--- config.mk ---
export PLATFORM = sky130hd
export DESIGN_NAME = riscv_instr_aligner_flat
export DESIGN_NICKNAME = d
export VERILOG_FILES = /design/src/rtl/riscv_instr_aligner_if.sv /design/src/rtl/riscv_instr_aligner.sv /design/src/flat_wrapper.sv
export SDC_FILE = /design/constraint.sdc
export NUM_CORES = 1
export LEC_CHECK = 0
export ABC_AREA = 1
export CORE_MARGIN = 5
export CORE_UTILIZATION = 40
export DETAILED_ROUTE_END_ITERATION = 8
export PLACE_DENSITY = 0.82
export SETUP_SLACK_MARGIN = 0.3
export SLEW_MARGIN = 10
export SYNTH_ARGS = -nofsm -noshare
export SYNTH_HDL_FRONTEND = slang
export SYNTH_SLANG_ARGS = --single-unit
--- constraint.sdc ---
create_clock -name clk -period 2.8 [get_ports clk]
set_clock_uncertainty 0.2 [all_clocks]
set_input_delay 0.56 -clock clk [delete_from_list [all_inputs] [get_ports clk]]
set_output_delay 0.56 -clock clk [all_outputs]
set_load 0.03 [all_outputs]
--- src/rtl/riscv_instr_aligner_if.sv ---
// Fetch-word and instruction handshake bundle for the instruction aligner.
// slave is the aligner side; master is the prefetch/decode environment.
interface riscv_instr_aligner_if;
  logic        fetch_valid_i;
  logic        fetch_ready_o;
  logic [31:0] fetch_rdata_i;
  logic        fetch_failed_i;
  logic        instr_valid_o;
  logic        instr_ready_i;
  logic [31:0] instr_rdata_o;
  logic [31:0] instr_pc_o;
  logic        instr_is_compressed_o;
  logic        instr_fault_o;

  modport slave (
    input  fetch_valid_i,
    input  fetch_rdata_i,
    input  fetch_failed_i,
    input  instr_ready_i,
    output fetch_ready_o,
    output instr_valid_o,
    output instr_rdata_o,
    output instr_pc_o,
    output instr_is_compressed_o,
    output instr_fault_o
  );

  modport master (
    output fetch_valid_i,
    output fetch_rdata_i,
    output fetch_failed_i,
    output instr_ready_i,
    input  fetch_ready_o,
    input  instr_valid_o,
    input  instr_rdata_o,
    input  instr_pc_o,
    input  instr_is_compressed_o,
    input  instr_fault_o
  );
endinterface

--- src/rtl/riscv_instr_aligner.sv ---
// Instruction aligner: splits RVC pairs and stitches straddling 32-bit
// instructions from 32-bit fetch words, one instruction per handshake.
module riscv_instr_aligner #(
  parameter bit ENABLE_RVC = 1'b1
) (
  input  logic        clk,
  input  logic        rst_n,
  input  logic        flush_i,
  input  logic [31:0] branch_addr_i,
  riscv_instr_aligner_if.slave bus
);

  typedef enum logic [1:0] {
    ALIGNED = 2'd0,
    HALF    = 2'd1,
    SKIP    = 2'd2
  } state_e;

  state_e      state_q;
  state_e      state_n;
  logic [31:0] pc_q;
  logic [15:0] hold_q;

  logic        valid;
  logic        fready;
  logic [31:0] rdata;
  logic        comp;
  logic        fault;
  logic [2:0]  pc_inc;
  logic        hold_ld;

  logic [31:0] word;
  logic        fv;
  logic        fail;
  logic        rdy;
  logic        hold_c;
  logic        word_c;
  logic        unused_bit0;

  assign word        = bus.fetch_rdata_i;
  assign fv          = bus.fetch_valid_i;
  assign fail        = bus.fetch_failed_i;
  assign rdy         = bus.instr_ready_i;
  assign hold_c      = hold_q[1:0] != 2'b11;
  assign word_c      = word[1:0] != 2'b11;
  assign unused_bit0 = branch_addr_i[0];

  always_comb begin
    valid   = 1'b0;
    fready  = 1'b0;
    rdata   = 32'h0;
    comp    = 1'b0;
    fault   = 1'b0;
    pc_inc  = 3'd0;
    hold_ld = 1'b0;
    state_n = state_q;
    if (!flush_i) begin
      unique case (state_q)
        ALIGNED: begin
          if (fail) begin
            fault = 1'b1;
          end else if (fv) begin
            valid  = 1'b1;
            fready = rdy;
            if (ENABLE_RVC && word_c) begin
              rdata = {16'h0, word[15:0]};
              comp  = 1'b1;
              if (rdy) begin
                pc_inc  = 3'd2;
                hold_ld = 1'b1;
                state_n = HALF;
              end
            end else begin
              rdata = word;
              if (rdy) pc_inc = 3'd4;
            end
          end
        end
        HALF: begin
          // a complete compressed half drains even past a fetch fault
          if (hold_c) begin
            valid = 1'b1;
            rdata = {16'h0, hold_q};
            comp  = 1'b1;
            if (rdy) begin
              pc_inc  = 3'd2;
              state_n = ALIGNED;
            end
          end else if (fail) begin
            fault = 1'b1;
          end else if (fv) begin
            valid  = 1'b1;
            rdata  = {word[15:0], hold_q};
            fready = rdy;
            if (rdy) begin
              pc_inc  = 3'd4;
              hold_ld = 1'b1;
            end
          end
        end
        SKIP: begin
          if (fail) begin
            fault = 1'b1;
          end else if (fv) begin
            fready  = 1'b1;
            hold_ld = 1'b1;
            state_n = HALF;
          end
        end
        default: begin
          state_n = ALIGNED;
        end
      endcase
      if (fault) valid = 1'b1;
    end
  end

  always_ff @(posedge clk or negedge rst_n) begin
    if (!rst_n) begin
      state_q <= ALIGNED;
      pc_q    <= 32'h0;
      hold_q  <= 16'h0;
    end else if (flush_i) begin
      pc_q    <= {branch_addr_i[31:2],
                  ENABLE_RVC & branch_addr_i[1], 1'b0};
      hold_q  <= 16'h0;
      state_q <= (ENABLE_RVC && branch_addr_i[1]) ? SKIP : ALIGNED;
    end else begin
      pc_q    <= pc_q + {29'd0, pc_inc};
      state_q <= state_n;
      if (hold_ld) hold_q <= word[31:16];
    end
  end

  assign bus.fetch_ready_o         = fready;
  assign bus.instr_valid_o         = valid;
  assign bus.instr_rdata_o         = rdata;
  assign bus.instr_pc_o            = pc_q;
  assign bus.instr_is_compressed_o = comp;
  assign bus.instr_fault_o         = fault;

endmodule

--- src/flat_wrapper.sv ---
// flat-port wrapper written by rule: the top's interface ports become plain ports
module riscv_instr_aligner_flat 
#(
  parameter bit ENABLE_RVC = 1'b1
)
  (clk, rst_n, flush_i, branch_addr_i, bus_fetch_valid_i, bus_fetch_rdata_i, bus_fetch_failed_i, bus_instr_ready_i, bus_fetch_ready_o, bus_instr_valid_o, bus_instr_rdata_o, bus_instr_pc_o, bus_instr_is_compressed_o, bus_instr_fault_o);
  riscv_instr_aligner_if bus_i ();
  input  logic clk;
  input  logic rst_n;
  input  logic flush_i;
  input  logic [31:0] branch_addr_i;
  input wire logic [$bits(bus_i.fetch_valid_i)-1:0] bus_fetch_valid_i;
  input wire logic [$bits(bus_i.fetch_rdata_i)-1:0] bus_fetch_rdata_i;
  input wire logic [$bits(bus_i.fetch_failed_i)-1:0] bus_fetch_failed_i;
  input wire logic [$bits(bus_i.instr_ready_i)-1:0] bus_instr_ready_i;
  output wire logic [$bits(bus_i.fetch_ready_o)-1:0] bus_fetch_ready_o;
  output wire logic [$bits(bus_i.instr_valid_o)-1:0] bus_instr_valid_o;
  output wire logic [$bits(bus_i.instr_rdata_o)-1:0] bus_instr_rdata_o;
  output wire logic [$bits(bus_i.instr_pc_o)-1:0] bus_instr_pc_o;
  output wire logic [$bits(bus_i.instr_is_compressed_o)-1:0] bus_instr_is_compressed_o;
  output wire logic [$bits(bus_i.instr_fault_o)-1:0] bus_instr_fault_o;
  assign bus_i.fetch_valid_i = bus_fetch_valid_i;
  assign bus_i.fetch_rdata_i = bus_fetch_rdata_i;
  assign bus_i.fetch_failed_i = bus_fetch_failed_i;
  assign bus_i.instr_ready_i = bus_instr_ready_i;
  assign bus_fetch_ready_o = bus_i.fetch_ready_o;
  assign bus_instr_valid_o = bus_i.instr_valid_o;
  assign bus_instr_rdata_o = bus_i.instr_rdata_o;
  assign bus_instr_pc_o = bus_i.instr_pc_o;
  assign bus_instr_is_compressed_o = bus_i.instr_is_compressed_o;
  assign bus_instr_fault_o = bus_i.instr_fault_o;
  riscv_instr_aligner #(.ENABLE_RVC(ENABLE_RVC)) u_core (.clk(clk), .rst_n(rst_n), .flush_i(flush_i), .branch_addr_i(branch_addr_i), .bus(bus_i));
endmodule
Word-level counts from Yosys, hierarchy flattened
Cells that the tools add are included.

operators by class
  shift-type cells = 0
  reduce and logical (&&, ||, !) cells = 4
  multiply operators = 0
  magnitude comparators = 0
  div/mod/pow operators = 0
  equal/unequal tests = 12
  muxes and demuxes = 63
  add/subtract/negate cells = 1
  bitwise gates (word level) = 0

operator list
  cell                number
  $mux 32             8
  $pmux 32 s2         1
  $add 32x3->32       1
  $mux 16             2
  $mux 1              26
  $mux 3              8
  $mux 2              11
  $ne 3x3->1 const B  6
  $reduce_and 8->1    1
  $ne 3x2->1 const B  2
  $pmux 1 s2          3
  $pmux 1 s3          2
  $pmux 2 s3          1
  $pmux 3 s2          1
  $ne 2x2->1 const B  2
  $eq 2x1->1 const B  1
  $eq 2x2->1 const B  1
  $logic_not 2->1     1
  $reduce_bool 2->1   1
  $reduce_or 2->1     1

word-level totals
  bits of input ports = 70
  ROM bits = 0
  register bits = 50
  RAM bits = 0
  memories = 0
  output and inout port bits = 68
  bits in latches = 0

Longest topological paths before layout
  depth after elaboration = 8
  mapped depth = 18
  gate-level depth less buffers = 18

Worst setup path after synthesis
OpenSTA, ideal clock, no wires.

  path kind = in2reg
  from = input port bus_fetch_valid_i
  to = register u_core.pc_q[13], in the netlist u_core.bus.instr_pc_o[13]
  stages on the path = 15
  buffers on the path = 0
  slack = -0.365 ns
  arrival = 2.830 ns
  data required time = 2.465 ns
  cell sequence = inv_1 nor2_4 nand2_1 nor2_2 inv_1 a21oi_1 and2_1 ha_1 fa_1 nand2_1 nor2_1 nand2_1 nor2_1 xor2_1 o21ai_0

between the ends
  word-level cells in the longest chain between the ends = 7
  elaborated cells on any way between the ends = 9
  classes of those cells = add/sub (1); mux (8)

ends and longest elaborated chain
  item                  line                        text
  from (decl)           flat_wrapper.sv:12          input wire logic [$bits(bus_i.fetch_valid_i)-1:0] bus_fetch_valid_i;
  $mux 3                riscv_instr_aligner.sv:91   end else if (fv) begin
  $mux 3                riscv_instr_aligner.sv:89   end else if (fail) begin
  $mux 3                riscv_instr_aligner.sv:81   if (hold_c) begin
  $pmux 3 s2 (*)        riscv_instr_aligner.sv:58   unique case (state_q)
  $mux 3 (*)            riscv_instr_aligner.sv:57   if (!flush_i) begin
  $add 32x3->32 (*)     riscv_instr_aligner.sv:129  pc_q <= pc_q + {29'd0, pc_inc};
  $mux 32 (*)           riscv_instr_aligner.sv:123  end else if (flush_i) begin
  to (signal assigned)  riscv_instr_aligner.sv:124  pc_q <= {branch_addr_i[31:2],
  to (signal assigned)  riscv_instr_aligner.sv:129
  to (decl)             riscv_instr_aligner.sv:21   logic [31:0] pc_q;

Mark *: on every way between the ends. The rest lies on a longest branch, timed or not.
A chain may end at the register's enable or synchronous reset.

Final worst setup path
  from = register u_core.state_q[1]
  to = output port bus_instr_rdata_o[25]

between the ends
  word-level cells in the longest chain between the ends = 3
  elaborated cells on any way between the ends = 4
  classes of those cells = eq/ne (1); mux (2); reduce/logical (1)

ends and longest elaborated chain
  item                                           line                        text
  from (decl)                                    riscv_instr_aligner.sv:19   state_e state_q;
  from (signal assigned)                         riscv_instr_aligner.sv:127  state_q <= (ENABLE_RVC && branch_addr_i[1]) ? SKIP : ALIGNED;
  from (signal assigned)                         riscv_instr_aligner.sv:130  state_q <= state_n;
  $eq 2x1->1 or $logic_not 2->1 (tied branches)  riscv_instr_aligner.sv:58
  $pmux 32 s2 (*)                                riscv_instr_aligner.sv:58
  $mux 32 (*)                                    riscv_instr_aligner.sv:57
  to (decl)                                      flat_wrapper.sv:18          output wire logic [$bits(bus_i.instr_rdata_o)-1:0] bus_instr_rdata_o;

Marks and branches as above.

==> results.json <==
{
  "synth-main-ff-cell": "dfrtp_1",
  "fin_crit_ps": 2670,
  "drc": 0,
  "ir_worst_vdd_mv": 0.241,
  "hold_end": "u_core.hold_q[11]$_DFFE_PN0P_",
  "clock_sinks": 49,
  "p_leak_nw": 2.72,
  "hold_depth": 2,
  "drt-initial-drc-count": 248,
  "max_cap_viol_count": 0,
  "die_y_um": 106,
  "rr_worst_depth": 18,
  "routabilityCongestion": 0.852,
  "cp-start-kind": "register",
  "ant_nets": 0,
  "dieArea_mm2": 0.0111,
  "seq_area_frac_synth_pct": 33.6,
  "cts_max_level": 2,
  "r2r_end": "u_core.bus.instr_pc_o[18]$_DFF_PN0_",
  "mostFrequentLayoutCell": "nand2_1",
  "yosys_warnings": 0,
  "final_nets": 836,
  "clk_pin_slew_worst_paths_ps": 100,
  "cts_tree": "yes",
  "hold_violations": 0,
  "final_layout_size_suffix_gt1_share_pct": 26.0,
  "status": "finished clean",
  "yosys.area.top_type": "dfrtp_1",
  "hp-class": "register to register",
  "grt_start_max_net_pins": 69,
  "synth_async_sr_flop_share_pct": 100,
  "die_x_um": 106,
  "rsz0062_at_grt": "true",
  "fin_util_pct": 68.2,
  "rows": 34,
  "slew_viol_final": 0,
  "yosys-top-cells-area": "dfrtp_1, nand2_1, nor2_1",
  "synth_fp_nets": 662,
  "clock_insertion_delay_worst_skew_ps": 310,
  "power_mw": 1.95,
  "routed_wl_um": 13200,
  "required_ps": 2040,
  "yosys.cell_types.count": 34,
  "root_buffer": "clkbuf_8",
  "p_per_area_mw_per_mm2": 325,
  "initial_utilization_pct": 41.4,
  "cp.arrival_ps": 1910,
  "boundaryPins": 138,
  "synth_top_cell_area_share_pct": 33.6,
  "syn_area_mm2": 0.00365,
  "grt_use_total_pct": 22.9,
  "syn_inst": 589,
  "dp_hpwl_um": 9240,
  "synth_seq_cells": 49,
  "grt_pass1_wl_um": 21400,
  "cp_max_fo": 8,
  "antenna_found_initial": 1,
  "finalCritPeriodShare_pct": 95.3,
  "wl_per_cell_um": 15.2,
  "slew_headroom_pct": 56.1,
  "setup_ws_ps": 132,
  "gr-total-overflow": 0,
  "area_growth_syn_to_layout_pct": 64.5,
  "post_synth.cell_area_avg_um2": 6.20,
  "worst_pin_slew_ps": 659,
  "vias": 4504,
  "path_class": "register to output pin",
  "hold_path_startpoint": "u_core.hold_q[11]$_DFFE_PN0P_",
  "synth_edf_count": 0,
  "port_buffers": 135,
  "antenna_cells": 0,
  "dp_slack_ps": -456,
  "final_cell_mix": "nand2_1, clkdlybuf4s50_1, nor2_1",
  "finalSetupViolCount": 0,
  "reg2reg_slack_ps": 160,
  "grt_pass1_vias": 4524,
  "worst_setup_path_end_kind": "output pin",
  "cts_buffers": 5,
  "clk_path_buf_depth": 2,
  "timing.fmax_mhz": 375,
  "avgViaCountPerCell": 5.17,
  "firstDrtPassIters": 5,
  "core_region_area_mm2": 0.00881,
  "r2r-start": "u_core.state_q[1]$_DFFE_PN0P_"
}
worst max-delay path, stage by stage (launching register included):
cell and delay, ps:
dfrtp_2 440, nor2_4 140, buf_6 120, nand2_4 50, buf_6 110, nor2_4 140, buf_12 130, buf_16 120
a21oi_2 50, nor2_1 110, buf_4 180
report_power, final:
| group | total (mW) | switching, mW | internal (mW) |
|---|---|---|---|
| clock network | 0.439 | 0.261 | 0.178 |
| registers | 0.835 | 0.0742 | 0.761 |
| logic | 0.675 | 0.374 | 0.301 |
| total | 1.95 | 0.709 | 1.24 |
cells by family (layout without fill, tap and decap cells):
family	after synthesis	after routing	share of synthesized area, %
other cells	1	1	0.103
buf+inv	84	259	9.19
fa+ha+maj	3	3	1.23
compound gates	52	52	8.57
flops	49	49	33.6
simple gates	390	390	44.9
xor+xnor	10	10	2.40
per-stage QoR:
| step | hold slack (ps) | std cells | cell area [µm²] | setup TNS, ps |
|---|---|---|---|---|
| floorplan | 64.4 | 589 | 3710 | 0 |
| global placement | 279 | 841 | 5280 | -14160 |
| detailed placement | 286 | 841 | 5280 | -17170 |
| CTS | 345 | 866 | 5700 | 0 |
| global route | 375 | 872 | 6000 | 0 |
| finish | 347 | 872 | 6000 | 0 |
synth_stat cells, types with 3 or more instances:
| cell | number |
|---|---|
| a32oi_1 | 3 |
| buf_1 | 4 |
| nand2_1 | 212 |
| o21ai_0 | 8 |
| inv_1 | 57 |
| a21oi_1 | 21 |
| nor2_2 | 4 |
| nand3_1 | 37 |
| xor2_1 | 10 |
| o22ai_1 | 13 |
| nand4_1 | 17 |
| nand3b_1 | 8 |
| clkbuf_1 | 14 |
| buf_2 | 4 |
| nor2_1 | 104 |
| dfrtp_1 | 49 |
state kept, by name, indices dropped and copies added, names as in the netlist:
register,count
u_core.hold_q,16
u_core.bus.instr_pc_o,31
u_core.state_q,2
layer usage:
layer | GRT usage [%] | routed length, µm | vias up | part of all wire (%)
met1 | 27.3 | 5230 | 2078 | 39
li1 | - | - | 2206 | -
met5 | 0 | 13 | - | 0.098
met3 | 5.99 | 1060 | 30 | 8.0
met4 | 6.29 | 304 | 2 | 2.3
met2 | 40.8 | 6630 | 188 | 50
what timing repair did:
| item | CTS | global route |
|---|---|---|
| gates resized for setup | 62 | 66 |
| hold buffers | 1 | 0 |
| setup endpoints to repair | 79 | 61 |
| endpoints found under the hold margin | 12 | 0 |
| gates cloned | 3 | 0 |
| setup buffers | 13 | 6 |
| pin swaps | 28 | 38 |
area by class of cell:
class	instances	area, µm²
flip-flops and latches	49	1230
clock inverters	3	21.3
inverters	59	240
repair buffers	191	1820
clock buffers	5	68.8
multi-input cells	456	2480
repair inverters	1	7.51
fillers	717	2800
well taps	108	135
worst max-delay path by stage:
stage	depth (start not counted)	from	to	slack, ps
global placement	16	bus_fetch_valid_i	u_core.bus.instr_pc_o[13]$_DFF_PN0_	-390
CTS	10	u_core.state_q[0]$_DFFE_PN0P_	bus_instr_rdata_o[22]	170
floorplan	14	bus_fetch_failed_i	u_core.bus.instr_pc_o[13]$_DFF_PN0_	5
global route	19	u_core.state_q[1]$_DFFE_PN0P_	u_core.bus.instr_pc_o[28]$_DFF_PN0_	30
finish	10	u_core.state_q[1]$_DFFE_PN0P_	bus_instr_rdata_o[25]	130
detailed placement	14	bus_fetch_valid_i	u_core.bus.instr_pc_o[10]$_DFF_PN0_	-460
Power figures use the tool's default switching activity.
